File: config.mk
export PLATFORM = sky130hd
export DESIGN_NAME = padding_row_scheduler_flat
export DESIGN_NICKNAME = d
export VERILOG_FILES = /design/src/rtl/padding_row_scheduler_if.sv /design/src/rtl/padding_row_scheduler.sv /design/src/flat_wrapper.sv
export SDC_FILE = /design/constraint.sdc
export NUM_CORES = 1
export LEC_CHECK = 0
export CAP_MARGIN = 20
export CORE_ASPECT_RATIO = 0.8
export CORE_MARGIN = 2
export CORE_UTILIZATION = 49
export CTS_BUF_LIST = sky130_fd_sc_hd__clkbuf_8
export CTS_CLUSTER_SIZE = 8
export DETAILED_ROUTE_END_ITERATION = 7
export PLACE_DENSITY = 0.77
export SYNTH_ARGS = -nofsm -noshare
export SYNTH_HDL_FRONTEND = slang
export SYNTH_SLANG_ARGS = --single-unit
File: constraint.sdc
create_clock -name clk -period 2.2 [get_ports clk]
set_input_delay 0.22 -clock clk [delete_from_list [all_inputs] [get_ports clk]]
set_output_delay 0.22 -clock clk [all_outputs]
set_load 0.01 [all_outputs]
File: src/rtl/padding_row_scheduler_if.sv
// Handshake bundle between the padding row scheduler and its environment:
// upstream row fetch, line-slot write strobes and the 3-row window handoff.
interface padding_row_scheduler_if #(
    parameter int RW = 9
);
    logic          start;
    logic          abort;
    logic          row_req;
    logic [RW-1:0] row_idx;
    logic          row_ack;
    logic          pad_en;
    logic          slot_we;
    logic [1:0]    slot_sel;
    logic          slot_zero;
    logic          win_valid;
    logic          win_ready;
    logic [RW-1:0] win_row;
    logic [1:0]    win_base;
    logic          busy;
    logic          done;

    // Environment side: issues frame requests, acks rows, consumes windows.
    modport master (
        output start, abort, row_ack, win_ready,
        input  row_req, row_idx, pad_en, slot_we, slot_sel, slot_zero,
        input  win_valid, win_row, win_base, busy, done
    );

    // Scheduler side.
    modport slave (
        input  start, abort, row_ack, win_ready,
        output row_req, row_idx, pad_en, slot_we, slot_sel, slot_zero,
        output win_valid, win_row, win_base, busy, done
    );
endinterface

File: src/rtl/padding_row_scheduler.sv
// Padding row scheduler: walks padded rows 0..IMG_H+1 (top/bottom rows are
// zero rows), fetches each data row from upstream, writes it into one of
// three rotating line slots and presents a 3-row window per output row.
module padding_row_scheduler #(
    parameter int IMG_H = 416,
    parameter int RW    = 9
) (
    input logic                    clk,
    input logic                    reset,
    padding_row_scheduler_if.slave bus
);
    localparam int PW = $clog2(IMG_H + 3);

    typedef enum logic [1:0] {IDLE, LOAD, WIN, DONE} state_t;

    state_t        state;
    logic [PW-1:0] ld_p;
    logic [1:0]    ptr;
    logic          row_req;
    logic [RW-1:0] row_idx;
    logic          slot_we;
    logic [1:0]    slot_sel;
    logic          slot_zero;
    logic          win_valid;
    logic [RW-1:0] win_row;
    logic [1:0]    win_base;
    logic          busy;
    logic          done;

    logic          zero_row;
    logic [1:0]    ptr_nxt;

    // Classify the padded row about to be loaded and the wrapped slot pointer.
    always_comb begin
        zero_row = (ld_p == '0) || (ld_p == PW'(IMG_H + 1));
        ptr_nxt  = (ptr == 2'd2) ? 2'd0 : ptr + 2'd1;
    end

    // Frame sequencing with registered outputs. In LOAD, slot_we doubles as
    // the write-phase marker: the cycle it is high is the one that advances
    // ld_p and the slot pointer, so each padded row costs exactly one write.
    always_ff @(posedge clk) begin
        if (!reset || bus.abort) begin
            state     <= IDLE;
            ld_p      <= '0;
            ptr       <= '0;
            row_req   <= 1'b0;
            row_idx   <= '0;
            slot_we   <= 1'b0;
            slot_sel  <= '0;
            slot_zero <= 1'b0;
            win_valid <= 1'b0;
            win_row   <= '0;
            win_base  <= '0;
            busy      <= 1'b0;
            done      <= 1'b0;
        end else begin
            case (state)
                IDLE: begin
                    done <= 1'b0;
                    if (bus.start) begin
                        ld_p  <= '0;
                        ptr   <= '0;
                        busy  <= 1'b1;
                        state <= LOAD;
                    end
                end
                LOAD: begin
                    if (slot_we) begin
                        slot_we   <= 1'b0;
                        slot_zero <= 1'b0;
                        ld_p      <= ld_p + PW'(1);
                        ptr       <= ptr_nxt;
                        if (ld_p >= PW'(2)) begin
                            state     <= WIN;
                            win_valid <= 1'b1;
                            win_row   <= RW'(ld_p - PW'(2));
                            win_base  <= ptr_nxt;
                        end
                    end else if (row_req) begin
                        if (bus.row_ack) begin
                            row_req   <= 1'b0;
                            slot_we   <= 1'b1;
                            slot_zero <= 1'b0;
                            slot_sel  <= ptr;
                        end
                    end else if (zero_row) begin
                        slot_we   <= 1'b1;
                        slot_zero <= 1'b1;
                        slot_sel  <= ptr;
                    end else begin
                        row_req <= 1'b1;
                        row_idx <= RW'(ld_p - PW'(1));
                    end
                end
                WIN: begin
                    if (win_valid && bus.win_ready) begin
                        win_valid <= 1'b0;
                        if (win_row == RW'(IMG_H - 1)) begin
                            state <= DONE;
                            done  <= 1'b1;
                            busy  <= 1'b0;
                        end else begin
                            state <= LOAD;
                        end
                    end
                end
                DONE: begin
                    done  <= 1'b0;
                    state <= IDLE;
                end
                default: state <= IDLE;
            endcase
        end
    end

    assign bus.row_req   = row_req;
    assign bus.row_idx   = row_idx;
    assign bus.pad_en    = busy;
    assign bus.slot_we   = slot_we;
    assign bus.slot_sel  = slot_sel;
    assign bus.slot_zero = slot_zero;
    assign bus.win_valid = win_valid;
    assign bus.win_row   = win_row;
    assign bus.win_base  = win_base;
    assign bus.busy      = busy;
    assign bus.done      = done;
endmodule

File: src/flat_wrapper.sv
// flat-port wrapper written by rule: the top's interface ports become plain ports
module padding_row_scheduler_flat 
#(
    parameter int IMG_H = 416,
    parameter int RW    = 9
)
  (clk, reset, bus_start, bus_abort, bus_row_ack, bus_win_ready, bus_row_req, bus_row_idx, bus_pad_en, bus_slot_we, bus_slot_sel, bus_slot_zero, bus_win_valid, bus_win_row, bus_win_base, bus_busy, bus_done);
  padding_row_scheduler_if #(.RW(RW)) bus_i ();
  input logic clk;
  input logic reset;
  input wire logic [$bits(bus_i.start)-1:0] bus_start;
  input wire logic [$bits(bus_i.abort)-1:0] bus_abort;
  input wire logic [$bits(bus_i.row_ack)-1:0] bus_row_ack;
  input wire logic [$bits(bus_i.win_ready)-1:0] bus_win_ready;
  output wire logic [$bits(bus_i.row_req)-1:0] bus_row_req;
  output wire logic [$bits(bus_i.row_idx)-1:0] bus_row_idx;
  output wire logic [$bits(bus_i.pad_en)-1:0] bus_pad_en;
  output wire logic [$bits(bus_i.slot_we)-1:0] bus_slot_we;
  output wire logic [$bits(bus_i.slot_sel)-1:0] bus_slot_sel;
  output wire logic [$bits(bus_i.slot_zero)-1:0] bus_slot_zero;
  output wire logic [$bits(bus_i.win_valid)-1:0] bus_win_valid;
  output wire logic [$bits(bus_i.win_row)-1:0] bus_win_row;
  output wire logic [$bits(bus_i.win_base)-1:0] bus_win_base;
  output wire logic [$bits(bus_i.busy)-1:0] bus_busy;
  output wire logic [$bits(bus_i.done)-1:0] bus_done;
  assign bus_i.start = bus_start;
  assign bus_i.abort = bus_abort;
  assign bus_i.row_ack = bus_row_ack;
  assign bus_i.win_ready = bus_win_ready;
  assign bus_row_req = bus_i.row_req;
  assign bus_row_idx = bus_i.row_idx;
  assign bus_pad_en = bus_i.pad_en;
  assign bus_slot_we = bus_i.slot_we;
  assign bus_slot_sel = bus_i.slot_sel;
  assign bus_slot_zero = bus_i.slot_zero;
  assign bus_win_valid = bus_i.win_valid;
  assign bus_win_row = bus_i.win_row;
  assign bus_win_base = bus_i.win_base;
  assign bus_busy = bus_i.busy;
  assign bus_done = bus_i.done;
  padding_row_scheduler #(.IMG_H(IMG_H), .RW(RW)) u_core (.clk(clk), .reset(reset), .bus(bus_i));
endmodule
# --- Word level (Yosys, flattened, before mapping) ---
# Cells that the tools add are included.
op_classes:
  n_mul: 0
  shifts: 0
  n_div: 0
  reduce_logical: 23
  mux: 38
  n_bitwise: 3
  eq_ne: 13
  add_sub_neg: 4
  order_cmp: 1
op_table:
  columns: ["operator", "n"]
  rows:
  - ["$mux W2", 11]
  - ["$reduce_and A4 Y1", 5]
  - ["$mux W1", 19]
  - ["$eq A9 B9 Y1 const B", 2]
  - ["$mux W9", 2]
  - ["$pmux W9 S2", 1]
  - ["$reduce_and A3 Y1", 4]
  - ["$reduce_bool A2 Y1", 5]
  - ["$add A9 B1 Y9 const B", 1]
  - ["$ge A9 B2 Y1 const B", 1]
  - ["$logic_not A9 Y1", 1]
  - ["$sub A9 B1 Y9 const B", 1]
  - ["$sub A9 B2 Y9 const B", 1]
  - ["$ne A2 B1 Y1 const B", 4]
  - ["$pmux W2 S4", 1]
  - ["$eq A2 B2 Y1 const B", 3]
  - ["$pmux W1 S2", 3]
  - ["$ne A2 B2 Y1 const B", 2]
  - ["$pmux W2 S2", 1]
  - ["$ne A3 B3 Y1 const B", 1]
  - ["$not A1 Y1", 3]
  - ["$reduce_bool A3 Y1", 1]
  - ["$add A2 B1 Y2 const B", 1]
  - ["$eq A2 B1 Y1 const B", 1]
  - ["other kinds (6)", 7]
word_totals:
  output_inout_bits: 29
  rom_bits: 0
  inputBits: 6
  memories: 0
  latch_bits: 0
  elab_cells: 95
  ram_bits: 0
  ff_bits: 41

# --- Logic depth before layout (Yosys ltp) ---
depth:
  word_depth: 5
  depth_mapped: 9
  ltp_nobuf: 6

# --- Worst setup path after synthesis ---
# Ideal clock, no wire load.
synth_path:
  path_type: "register to register"
  start: "reg u_core.ld_p[2]"
  end: "reg u_core.win_valid, in the netlist u_core.bus.win_valid"
  required_time_ns: 2.071
  period_less_slack_ns: 2.217
  setup_slack_ns: -0.017
  arrival_time_ns: 2.088
  stages_incl_launch_ff: 10
  n_path_buf: 3
  path_cell_list: "dfxtp_1 > clkbuf_1 > inv_1 > ha_1 > or4b_1 > buf_2 > o41a_1 > buf_2 > o21ai_0 > a31oi_1"
synth_via:
  elab_chain_cells: 3
synth_lines:
  columns: ["element", "line", "text"]
  rows:
  - ["start: declaration", "padding_row_scheduler.sv:17", "logic [PW-1:0] ld_p;"]
  - ["start signal: assignment", "padding_row_scheduler.sv:72", "ld_p <= ld_p + PW'(1);"]
  - ["$ge A9 B2 Y1", "padding_row_scheduler.sv:74", "if (ld_p >= PW'(2)) begin"]
  - ["$ne A2 B1 Y1 (no line)", null, null]
  - ["$reduce_and A4 Y1 (no line)", null, null]
  - ["end signal: assignment", "padding_row_scheduler.sv:52", "win_valid <= 1'b0;"]
  - ["end signal: assignment", "padding_row_scheduler.sv:76", "win_valid <= 1'b1;"]
  - ["end signal: assignment", "padding_row_scheduler.sv:98", "win_valid <= 1'b0;"]
  - ["end: declaration", "padding_row_scheduler.sv:24", "logic win_valid;"]
# No other way between the ends.
# A chain may end at the register's enable or synchronous reset.

# --- Worst setup path after layout ---
layout_path:
  start: "reg u_core.ld_p[2]"
  end: "reg u_core.state[0]"
layout_via:
  elab_chain_cells: 3
layout_lines:
  columns: ["element", "line", "text"]
  rows:
  - ["$ge A9 B2 Y1", "padding_row_scheduler.sv:74", null]
  - ["$ne A2 B1 Y1 (no line)", null, null]
  - ["$reduce_and A4 Y1 (no line)", null, null]
  - ["end signal: assignment", "padding_row_scheduler.sv:65", "state <= LOAD;"]
  - ["end signal: assignment", "padding_row_scheduler.sv:75", "state <= WIN;"]
  - ["end signal: assignment", "padding_row_scheduler.sv:100", "state <= DONE;"]
  - ["end: declaration", "padding_row_scheduler.sv:16", "state_t state;"]
# No other way between the ends.

==> flow_summary.yaml <==
place:
  dpl.cell_count: 349
  detailed_place_hpwl_um: 4030
  finalWeightedCongestion: 0.843
  port_buffers: 34
grt:
  globalRouteOverflowTotal: 0
  wire_length_of_the_first_global_routing_pass_um: 9420
  number_of_global_route_vias_before_repair: 2004
  groute.usage.overall: 0.231
  grt_antenna_before_repair: 0
  grt_start_max_net_pins: 25
power:
  clock_group_share_of_total_power: 0.354
  p_sw_uw: 326
  vdd_drop_max_mv: 0.282
  part_of_the_power_in_registers: 0.562
  internal_power_of_the_cells_mw: 1.01
  switching_share_of_total_power: 0.244
  power_density_mw_per_mm2: 481
  pwr-share-comb: 0.083
  power.leakage_nw: 0.961
yosys:
  synth-main-ff-cell: "sky130_fd_sc_hd__dfxtp_1"
  ys_warn_count: 0
  post_synth_main_area_contributors: "sky130_fd_sc_hd__dfxtp_1 (37%), sky130_fd_sc_hd__ha_1 (5.6%), sky130_fd_sc_hd__nor2_1 (4.2%)"
  netlist-cell-type-count: 49
  proportion_of_synthesized_chip_area_in_sequential_cells: 0.369
  post_synth.cell_area_avg_um2: 8.46
  synthesis.instances: 263
  postSynthRegisterBits: 41
  synthMostInstantiatedCell: "sky130_fd_sc_hd__dfxtp_1"
  synth.top_cells.by_count: "sky130_fd_sc_hd__dfxtp_1 (41), sky130_fd_sc_hd__nor2_1 (25), sky130_fd_sc_hd__clkbuf_1 (15)"
  post_synth_instance_area_mm2: 0.00222
  synth_top_area_frac: 0.369
  ys_async_sr_fraction: 0
  synth.net_count: 279
  number_of_enable_flip_flop_cells_after_synthesis: 0
  yosysTopAreaCell: "sky130_fd_sc_hd__dfxtp_1"
clock_network:
  tritoncts.num_buffers: 5
  cts-root-buf: "sky130_fd_sc_hd__clkbuf_8"
  tritoncts_num_sinks: 41
  cts.reportedPaths.clkPinSlew_ns: 0.08
  holdBufCountCts: 0
  quantity_of_gates_resized_following_cts: 0
  clkLatencyLatePin_ns: 0.29
  tritoncts: "built"
  number_of_buffers_inserted_to_repair_setup_after_cts: 0
  cts-root-to-sink-buffers: 2
  htree_levels: 2
timing:
  final_hold_viol_count: 0
  min_period_over_period: 0.936
  final.setup.tns_ns: 0
  setup_viol: 0
  timing.final.crit_period_ns: 2.06
  tightest_slew_ns: 0.632
  unrepaired_setup_endpoints_after_global_routing: "false"
  drv_slew: 0
  maxClockFrequency_ghz: 0.486
  slew_headroom: 0.576
  fin_worst_skew_ns: 0.00583
die:
  floorplan.rows: 21
  die_w_um: 79.3
  core_region_area_mm2: 0.00428
  io-pin-count: 35
  die_area_mm2: 0.00510
  start_util: 0.519
  die-height_um: 64.3
min_path:
  hold-path-cell-count: 2
  min_path_type: "register to register"
critical_path:
  worstPathMaxFanout: 5
  criticalPathCategory: "register to register"
  worst_ep_required_time_ns: 2.44
  end_kind: "register"
  startpoint_type: "register"
  crit_arrival_ns: 2.30
  r2r_cells: 7
cells_and_area:
  finish.cell_count_without_fillers: 357
  drive_above_1_share: 0.107
  antenna_cells_inserted: 0
  design.final.nets: 315
  syn_to_final_growth_pct: 24.6
  fillers: 370
routing:
  ant_nets: 0
  detail_route.wirelength_um: 5490
  route.detailed.vias_per_inst: 5.92
  drt_iter0_markers: 131
  drt_drc_violations_left: 0
  vias: 2115
  detailedRoute.firstPassIterationCount: 4
  wl_per_cell_um: 15.4
outcome:
  run_status: "completed"
flow_run:
  maxCapViolations: 0
==> worst paths after layout <==
check,startpoint,endpoint,slack [ns]
hold / removal,u_core.bus.slot_zero,u_core.bus.slot_zero,0.48
hold reg to reg,u_core.bus.slot_zero,u_core.bus.slot_zero,0.48
setup / recovery,u_core.ld_p[2],u_core.state[0],0.14
setup reg to reg,u_core.ld_p[2],u_core.state[0],0.14
==> power groups by stage <==
stage,registers (mW),clock network [mW],logic (mW)
after global placement,0.767,0,0.106
final,0.750,0.473,0.111
after detailed placement,0.768,0,0.108
after floorplan,0.769,0,0.0638
after global routing,0.751,0.512,0.120
after CTS,0.750,0.484,0.109
==> cell type report <==
cell class | instances | area (um2) | share of cell area
Tap cell | 57 | 71.3 | 0.0257
Inverter | 12 | 45.0 | 0.0163
Sequential cell | 41 | 821 | 0.296
Timing Repair Buffer | 50 | 473 | 0.171
Multi-Input combinational cell | 189 | 1280 | 0.461
Clock inverter | 3 | 13.8 | 0.00497
Clock buffer | 5 | 68.8 | 0.0248
==> layer usage <==
| layer | global-route usage | wire length (um) |
|---|---|---|
| met1 | 0.328 | 2630 |
| met2 | 0.367 | 2510 |
| met3 | 0.0438 | 328 |
| met4 | 0.0474 | 20 |
| met5 | 0 | 0 |
==> registers in the layout, summed over array words and instances, names as in the netlist <==
name,flops
u_core.bus.row_req,1
u_core.bus.busy,1
u_core.bus.win_row,9
u_core.bus.win_base,2
u_core.bus.row_idx,9
u_core.bus.done,1
u_core.bus.slot_we,1
u_core.ld_p,9
u_core.bus.slot_zero,1
u_core.state,2
u_core.bus.win_valid,1
u_core.bus.slot_sel,2
u_core.ptr,2
==> logic make-up (layout without fill, tap and decap cells) <==
kind of cell    Yosys count  after routing  share of synthesized area
simple gates             90             90                      0.219
fa+ha+maj                10             10                     0.0562
compound gates           72             72                      0.227
xor+xnor                 12             12                     0.0472
mux                       5              5                     0.0231
buf+inv                  33             70                     0.0591
flops                    41             41                      0.369
==> cell usage in the layout (no fill, tap or decap), types with 3 or more instances in the layout <==
master / n
sky130_fd_sc_hd__dfxtp_1: 41
sky130_fd_sc_hd__nand3_1: 8
sky130_fd_sc_hd__clkbuf_8: 5
sky130_fd_sc_hd__mux2i_1: 4
sky130_fd_sc_hd__clkdlybuf4s50_1: 34
sky130_fd_sc_hd__or3_1: 4
sky130_fd_sc_hd__nand2b_1: 5
sky130_fd_sc_hd__nor2b_1: 5
sky130_fd_sc_hd__nand2_1: 9
sky130_fd_sc_hd__a211o_1: 3
sky130_fd_sc_hd__inv_1: 13
sky130_fd_sc_hd__nor2_1: 25
sky130_fd_sc_hd__nand4_1: 7
sky130_fd_sc_hd__buf_4: 15
sky130_fd_sc_hd__a31oi_1: 12
sky130_fd_sc_hd__ha_1: 10
sky130_fd_sc_hd__xnor2_1: 10
sky130_fd_sc_hd__a211oi_1: 11
sky130_fd_sc_hd__a21oi_1: 12
sky130_fd_sc_hd__and2_1: 3
sky130_fd_sc_hd__o21ai_0: 13
sky130_fd_sc_hd__nor3_1: 8
sky130_fd_sc_hd__a22oi_1: 5
==> critical path: stages (launching register included) <==
cell	delay [ns]
sky130_fd_sc_hd__dfxtp_1	0.32
sky130_fd_sc_hd__inv_1	0.08
sky130_fd_sc_hd__ha_1	0.20
sky130_fd_sc_hd__or4b_1	0.47
sky130_fd_sc_hd__buf_4	0.18
sky130_fd_sc_hd__o41ai_1	0.45
sky130_fd_sc_hd__a211o_1	0.19
sky130_fd_sc_hd__o211a_1	0.13
==> stage by stage <==
stage	instance area (um2)	setup WS [ns]	util	power, mW	hold slack [ns]
4_1_cts	2770	0.121	0.646	1.34	0.480
3_3_place_gp	2680	0.226	0.626	0.874	0.467
2_1_floorplan	2230	0.0188	-	0.833	0.327
5_1_grt	2770	0.0112	0.647	1.38	0.509
3_5_place_dp	2680	0.153	0.626	0.876	0.468
6_report	2770	0.141	0.647	1.33	0.479
Note: power is estimated with default switching activity, not from simulation.
